### config.mk
export PLATFORM = sky130hd
export DESIGN_NAME = uart_regf_arb
export DESIGN_NICKNAME = d
export VERILOG_FILES = /design/src/rtl/uart_regf_arb.sv
export SDC_FILE = /design/constraint.sdc
export NUM_CORES = 1
export LEC_CHECK = 0
export ABC_CLOCK_PERIOD_IN_PS = 1900
export CAP_MARGIN = 20
export CORE_AREA = 2 2 98 100
export CTS_CLUSTER_DIAMETER = 50
export CTS_CLUSTER_SIZE = 10
export DETAILED_ROUTE_END_ITERATION = 10
export DIE_AREA = 0 0 100 102
export DONT_BUFFER_PORTS = 1
export RECOVER_POWER = 100
export SYNTH_ARGS = -nofsm -noshare
export SYNTH_HDL_FRONTEND = slang
export SYNTH_SLANG_ARGS = --single-unit
### constraint.sdc
create_clock -name main_clk_i -period 1.9 [get_ports main_clk_i]
set_clock_uncertainty 0.1 [all_clocks]
set_input_delay 0.38 -clock main_clk_i [delete_from_list [all_inputs] [get_ports main_clk_i]]
set_output_delay 0.38 -clock main_clk_i [all_outputs]
set_load 0.005 [all_outputs]
### src/rtl/uart_regf_arb.sv
// -----------------------------------------------------------------------------
// uart_regf_arb
//
// Two-port round-robin arbiter and access sequencer for the UART register
// file's memory-style bus. Port A is the host bus bridge and port B is the
// UART core's configuration sequencer. One access is in flight at a time.
// Each access runs IDLE -> ACCESS -> CAPT -> RESP, which gives one access
// every four cycles.
//
// Ports:
//   main_clk_i, main_rst_an_i     clock, synchronous active-low reset
//   a_req_i/a_addr_i/a_wena_i/a_wdata_i
//                                 port A request, word address, write
//                                 enable and write data
//   a_gnt_o                       port A accepted (combinational, IDLE only)
//   a_rvalid_o/a_rdata_o/a_err_o  port A response (registered 1-cycle pulse)
//   b_*                           same set for port B
//   mem_ena_o/mem_addr_o/mem_wena_o/mem_wdata_o
//                                 regf access, active in ACCESS only
//   mem_rdata_i                   regf read data, valid the cycle after
//                                 mem_ena_o
// -----------------------------------------------------------------------------
module uart_regf_arb #(
    parameter int unsigned AW        = 16,
    parameter int unsigned DW        = 32,
    parameter int unsigned NUM_WORDS = 1
) (
    input  logic          main_clk_i,
    input  logic          main_rst_an_i,
    // Port A: host bus bridge
    input  logic          a_req_i,
    input  logic [AW-1:0] a_addr_i,
    input  logic          a_wena_i,
    input  logic [DW-1:0] a_wdata_i,
    output logic          a_gnt_o,
    output logic          a_rvalid_o,
    output logic [DW-1:0] a_rdata_o,
    output logic          a_err_o,
    // Port B: configuration sequencer
    input  logic          b_req_i,
    input  logic [AW-1:0] b_addr_i,
    input  logic          b_wena_i,
    input  logic [DW-1:0] b_wdata_i,
    output logic          b_gnt_o,
    output logic          b_rvalid_o,
    output logic [DW-1:0] b_rdata_o,
    output logic          b_err_o,
    // Register file bus
    output logic          mem_ena_o,
    output logic [AW-1:0] mem_addr_o,
    output logic          mem_wena_o,
    output logic [DW-1:0] mem_wdata_o,
    input  logic [DW-1:0] mem_rdata_i
);

    typedef enum logic [1:0] {
        StIdle   = 2'd0,
        StAccess = 2'd1,
        StCapt   = 2'd2,
        StResp   = 2'd3
    } state_e;

    // One extra bit keeps the range check correct when NUM_WORDS == 2**AW.
    localparam logic [AW:0] NumWordsCmp = (AW + 1)'(NUM_WORDS);

    state_e        state_q, state_d;
    logic          ptr_q, ptr_d;       // 0: A holds priority, 1: B holds priority
    logic          id_q, id_d;         // winner of the current access, 1 = B
    logic          err_q, err_d;
    logic          wena_q, wena_d;
    logic [AW-1:0] addr_q, addr_d;
    logic [DW-1:0] wdata_q, wdata_d;

    logic          mem_ena_q, mem_ena_d;
    logic          mem_wena_q, mem_wena_d;

    logic          a_rvalid_q, a_rvalid_d;
    logic [DW-1:0] a_rdata_q, a_rdata_d;
    logic          a_err_q, a_err_d;
    logic          b_rvalid_q, b_rvalid_d;
    logic [DW-1:0] b_rdata_q, b_rdata_d;
    logic          b_err_q, b_err_d;

    logic          idle;
    logic          a_win, b_win;
    logic [AW-1:0] sel_addr;
    logic          sel_wena;
    logic [DW-1:0] sel_wdata;
    logic          sel_err;
    logic [DW-1:0] resp_data;

    // -------------------------------------------------------------------------
    // Arbitration. A lone requester always wins; on a tie the priority holder
    // wins. Grants are masked by reset so nothing is accepted during reset.
    // -------------------------------------------------------------------------
    always_comb begin
        idle  = (state_q == StIdle);
        a_win = main_rst_an_i & idle & a_req_i & (~b_req_i | ~ptr_q);
        b_win = main_rst_an_i & idle & b_req_i & (~a_req_i |  ptr_q);

        sel_addr  = b_win ? b_addr_i  : a_addr_i;
        sel_wena  = b_win ? b_wena_i  : a_wena_i;
        sel_wdata = b_win ? b_wdata_i : a_wdata_i;
        sel_err   = ({1'b0, sel_addr} >= NumWordsCmp);

        // Writes and out-of-range accesses return zero data.
        resp_data = (~err_q & ~wena_q) ? mem_rdata_i : '0;
    end

    assign a_gnt_o = a_win;
    assign b_gnt_o = b_win;

    // -------------------------------------------------------------------------
    // Next-state logic
    // -------------------------------------------------------------------------
    always_comb begin
        state_d    = state_q;
        ptr_d      = ptr_q;
        id_d       = id_q;
        err_d      = err_q;
        wena_d     = wena_q;
        addr_d     = addr_q;
        wdata_d    = wdata_q;
        // Strobes and response pulses default low every cycle.
        mem_ena_d  = 1'b0;
        mem_wena_d = 1'b0;
        a_rvalid_d = 1'b0;
        a_rdata_d  = '0;
        a_err_d    = 1'b0;
        b_rvalid_d = 1'b0;
        b_rdata_d  = '0;
        b_err_d    = 1'b0;

        unique case (state_q)
            StIdle: begin
                if (a_win || b_win) begin
                    id_d       = b_win;
                    addr_d     = sel_addr;
                    wena_d     = sel_wena;
                    wdata_d    = sel_wdata;
                    err_d      = sel_err;
                    // Priority moves to whichever port was not granted.
                    ptr_d      = a_win;
                    // Strobes are registered so they are high during ACCESS.
                    mem_ena_d  = ~sel_err;
                    mem_wena_d = ~sel_err & sel_wena;
                    state_d    = StAccess;
                end
            end
            StAccess: begin
                state_d = StCapt;
            end
            StCapt: begin
                // Response registers load here so rvalid is high during RESP.
                if (id_q) begin
                    b_rvalid_d = 1'b1;
                    b_rdata_d  = resp_data;
                    b_err_d    = err_q;
                end else begin
                    a_rvalid_d = 1'b1;
                    a_rdata_d  = resp_data;
                    a_err_d    = err_q;
                end
                state_d = StResp;
            end
            StResp: begin
                state_d = StIdle;
            end
            default: begin
                state_d = StIdle;
            end
        endcase
    end

    // -------------------------------------------------------------------------
    // State and registered outputs. Reset abandons any in-flight access.
    // -------------------------------------------------------------------------
    always_ff @(posedge main_clk_i) begin
        if (!main_rst_an_i) begin
            state_q    <= StIdle;
            ptr_q      <= 1'b0;
            id_q       <= 1'b0;
            err_q      <= 1'b0;
            wena_q     <= 1'b0;
            addr_q     <= '0;
            wdata_q    <= '0;
            mem_ena_q  <= 1'b0;
            mem_wena_q <= 1'b0;
            a_rvalid_q <= 1'b0;
            a_rdata_q  <= '0;
            a_err_q    <= 1'b0;
            b_rvalid_q <= 1'b0;
            b_rdata_q  <= '0;
            b_err_q    <= 1'b0;
        end else begin
            state_q    <= state_d;
            ptr_q      <= ptr_d;
            id_q       <= id_d;
            err_q      <= err_d;
            wena_q     <= wena_d;
            addr_q     <= addr_d;
            wdata_q    <= wdata_d;
            mem_ena_q  <= mem_ena_d;
            mem_wena_q <= mem_wena_d;
            a_rvalid_q <= a_rvalid_d;
            a_rdata_q  <= a_rdata_d;
            a_err_q    <= a_err_d;
            b_rvalid_q <= b_rvalid_d;
            b_rdata_q  <= b_rdata_d;
            b_err_q    <= b_err_d;
        end
    end

    // Address and write data come straight from the capture registers, so
    // they hold their last captured value outside ACCESS.
    assign mem_ena_o   = mem_ena_q;
    assign mem_wena_o  = mem_wena_q;
    assign mem_addr_o  = addr_q;
    assign mem_wdata_o = wdata_q;

    assign a_rvalid_o  = a_rvalid_q;
    assign a_rdata_o   = a_rdata_q;
    assign a_err_o     = a_err_q;
    assign b_rvalid_o  = b_rvalid_q;
    assign b_rdata_o   = b_rdata_q;
    assign b_err_o     = b_err_q;

endmodule

==> flow_summary.toml <==
[status]
outcome = "finished clean"

[worst_setup_path]
r2r_cells = 7
r2r-start = "ptr_q"
rrSetupSlack_ps = 70
regToRegEndpoint = "mem_wdata_o[15]"
critical_path_arrival_ps = 1390
end_kind = "output port"
critPathRequiredTime_ps = 1420
critPathMaxFanout = 4
start_kind = "flip-flop"
criticalPathCategory = "reg -> out"

[logic_synthesis]
synthAdderAreaFrac_pct = 0.8354
ys_ff_latch = 124
synth.largest_area_cell = "dfxtp_1"
synth_mux_area_share_pct = 11.58
yosys.area_share.simple_pct = 16.40
syn_nets = 559
synth.distinct_cells = 29
synth_top_area_share_pct = 55.25
synth_top_family_by_area = "simple AND/OR/NAND/NOR gates"
yosysSeqAreaShare_pct = 55.25
yosysWarningCount = 0
syn_avg_cell_area_um2 = 10.65
synth_cells = 422
syn_area_um2 = 4493
synth-compound-area-share_pct = 10.08
async_flop_share_pct = 0
synth_ff_type = "dfxtp_1"
synth_edf_count = 0
synth-xor-area-share_pct = 0
synthTopCellsByArea = "dfxtp_1 (55%), mux2i_1 (11%), and3_1 (9.2%), a211oi_1 (8.2%), nor2_1 (4.4%)"

[final_layout]
fillers = 782
drive_gt1_share_pct = 14.37
final_util_pct = 61.55
areaGrowthSynthToFinish_pct = 24.78
multiInputGateArea_um2 = 1795
nets = 605
antennaDiodeCount = 0
regArea_um2 = 2486

[timing]
timing.hold.ws_ps = 31.18
slew_headroom_pct = 62.96
fmax_ghz = 0.5336
maxSlewViolCount = 0
hold_viol_final = 0
worstMarginPinSlew_ps = 555.6
finalCriticalPeriod_ps = 1874
post-route-period-util_pct = 98.63
grt_setup_unrepaired = "true"
setup_viol = 0

[cts]
clock_latency_ps = 490
clockBufferDepth = 2
cts_buffers = 17
clk_pin_slew_ps = 60
cts_root_buf = "clkbuf_8"
cts_tree = "built"
h-tree-depth = 4
numClockSinks = 124

[placement]
io_buffers = 0
place_congestion = 0.8026
place_hpwl_um = 7493

[drt]
highest_layer = "met4"
route.detailed.drc = 0
num_vias = 3295
drt-met1-wl_um = 4246
first_iter_violations = 92
viasPerCell = 5.575
wl_met2_um = 5927
routedWlPerCell_um = 19.12
dr.pass1.iters = 4
ant_nets = 0
wl_met3_um = 1023
wirelength_um = 11300

[global_route]
grtUsageTotal_pct = 21.42
grt_pass1_vias = 3298
grt_max_degree = 65
grt_antenna_before_repair = 0
overflow = 0
grt_pass1_wl_um = 16970

[floorplan]
die-width_um = 100
coreArea_um2 = 9109
die_h_um = 102
ios = 254
std_cell_rows = 35
die_area_um2 = 10200
start_util_pct = 49.33

[hold_path]
hp-class = "in -> reg"
min_to = "mem_wdata_o[6]"
whs_path_depth = 2
hold_start = "a_wdata_i[6]"

[power_and_ir_drop]
p_leak_nw = 2.671
power_density_nw_per_um2 = 1373
power.total_mw = 7.696
ir_drop_uv = 684.1

[job]
maxCapViolations = 0
==> worst max-delay path, stage by stage (launching register included) <==
cell and delay (ps):
dfxtp_2 360, nand2b_4 140, nand4_1 190, buf_12 190, clkinv_4 30
==> cell usage in the layout (no fill, tap or decap), types with 2 or more instances in the layout <==
cell type / instances
clkbuf_8: 2
and3_1: 66
clkbuf_2: 4
buf_6: 3
clkbuf_16: 16
a211oi_2: 2
dfxtp_1: 121
clkinvlp_4: 3
clkinv_2: 4
nand3_1: 5
dfxtp_2: 3
buf_4: 11
inv_2: 2
mux2_4: 2
a21oi_1: 3
nand2_1: 4
nor4_1: 6
dlygate4sd3_1: 43
clkinv_4: 3
buf_12: 2
a211oi_1: 47
nor2_1: 52
inv_6: 3
o21ai_0: 3
mux2i_1: 48
ha_1: 2
==> cell families after synthesis <==
| group | count (synthesis) |
|---|---|
| DFF | 124 |
| AOI/OAI and AO/OA | 62 |
| buffers and inverters | 41 |
| and+or+nand+nor | 141 |
| muxes | 51 |
| adders and majority gates | 3 |
==> cell usage after synthesis (3+ instances only) <==
| cell | count |
|---|---|
| nand3_1 | 5 |
| dfxtp_1 | 124 |
| nor2_1 | 53 |
| and3_1 | 66 |
| o21ai_0 | 3 |
| nand2_1 | 4 |
| ha_1 | 3 |
| inv_1 | 3 |
| buf_4 | 3 |
| buf_12 | 5 |
| a21oi_1 | 4 |
| a211oi_1 | 49 |
| mux2i_1 | 49 |
| nor4_1 | 6 |
| clkbuf_1 | 26 |
==> through the flow <==
step / cells / worst slack (ps) / TNS, ps / cell area (um^2)
2_1_floorplan: 422 / 227.1 / 0 / 4493
3_3_place_gp: 509 / 202.4 / 0 / 4529
3_5_place_dp: 509 / 162.2 / 0 / 4529
4_1_cts: 591 / -8.012 / -8.012 / 5622
5_1_grt: 591 / -45.60 / -179.0 / 5607
6_report: 591 / 26.01 / 0 / 5607
==> layout make-up <==
type / count / area share [%]
clock buffer: 18 / 7.632
sequential: 124 / 44.34
inverter: 4 / 0.3571
timing repair buffer: 64 / 11.09
clock inverter: 13 / 2.075
tap: 111 / 2.477
multi-input combinational: 257 / 32.02
==> registers in the layout, summed over array words and instances (netlist names), 2 cells and up <==
signal       flops
mem_wdata_o     32
state_q          2
a_rdata_o       32
mem_addr_o      16
b_rdata_o       32
==> where the power goes <==
part / total (mW) / internal [mW] / switching (mW) / leakage (nW)
logic: 1.51 / 0.679 / 0.835 / 1.40
registers: 3.27 / 2.98 / 0.290 / 1.01
clock network: 2.91 / 1.77 / 1.15 / 0.264
==> timing repair <==
| item | in CTS | in global routing |
|---|---|---|
| pin swaps | 2 | 5 |
| hold endpoints to repair | 74 | 0 |
| resized for setup | 11 | 8 |
| hold buffers | 43 | 0 |
| setup buffers | 7 | 0 |
| cloned | 1 | 0 |
| endpoints found under the setup margin | 2 | 37 |
==> layer usage <==
metal | up-vias | GRT usage, %
li1 | 1603 | -
met1 | 1522 | 23.21
met2 | 164 | 39.03
met3 | 6 | 7.182
met4 | 0 | 7.903
met5 | - | 0
==> worst max path at each step <==
stage	start	end	slack [ps]	cells after the start
after floorplan	state_q[0]	wena_q	230	7
after global placement	state_q[0]	wena_q	200	6
after detailed placement	state_q[1]	mem_addr_o[10]	160	7
after CTS	state_q[1]	b_gnt_o	-8	5
after global routing	state_q[0]	b_gnt_o	-50	5
final	ptr_q	b_gnt_o	30	4
No activity file was read; power rests on OpenSTA's default activity.
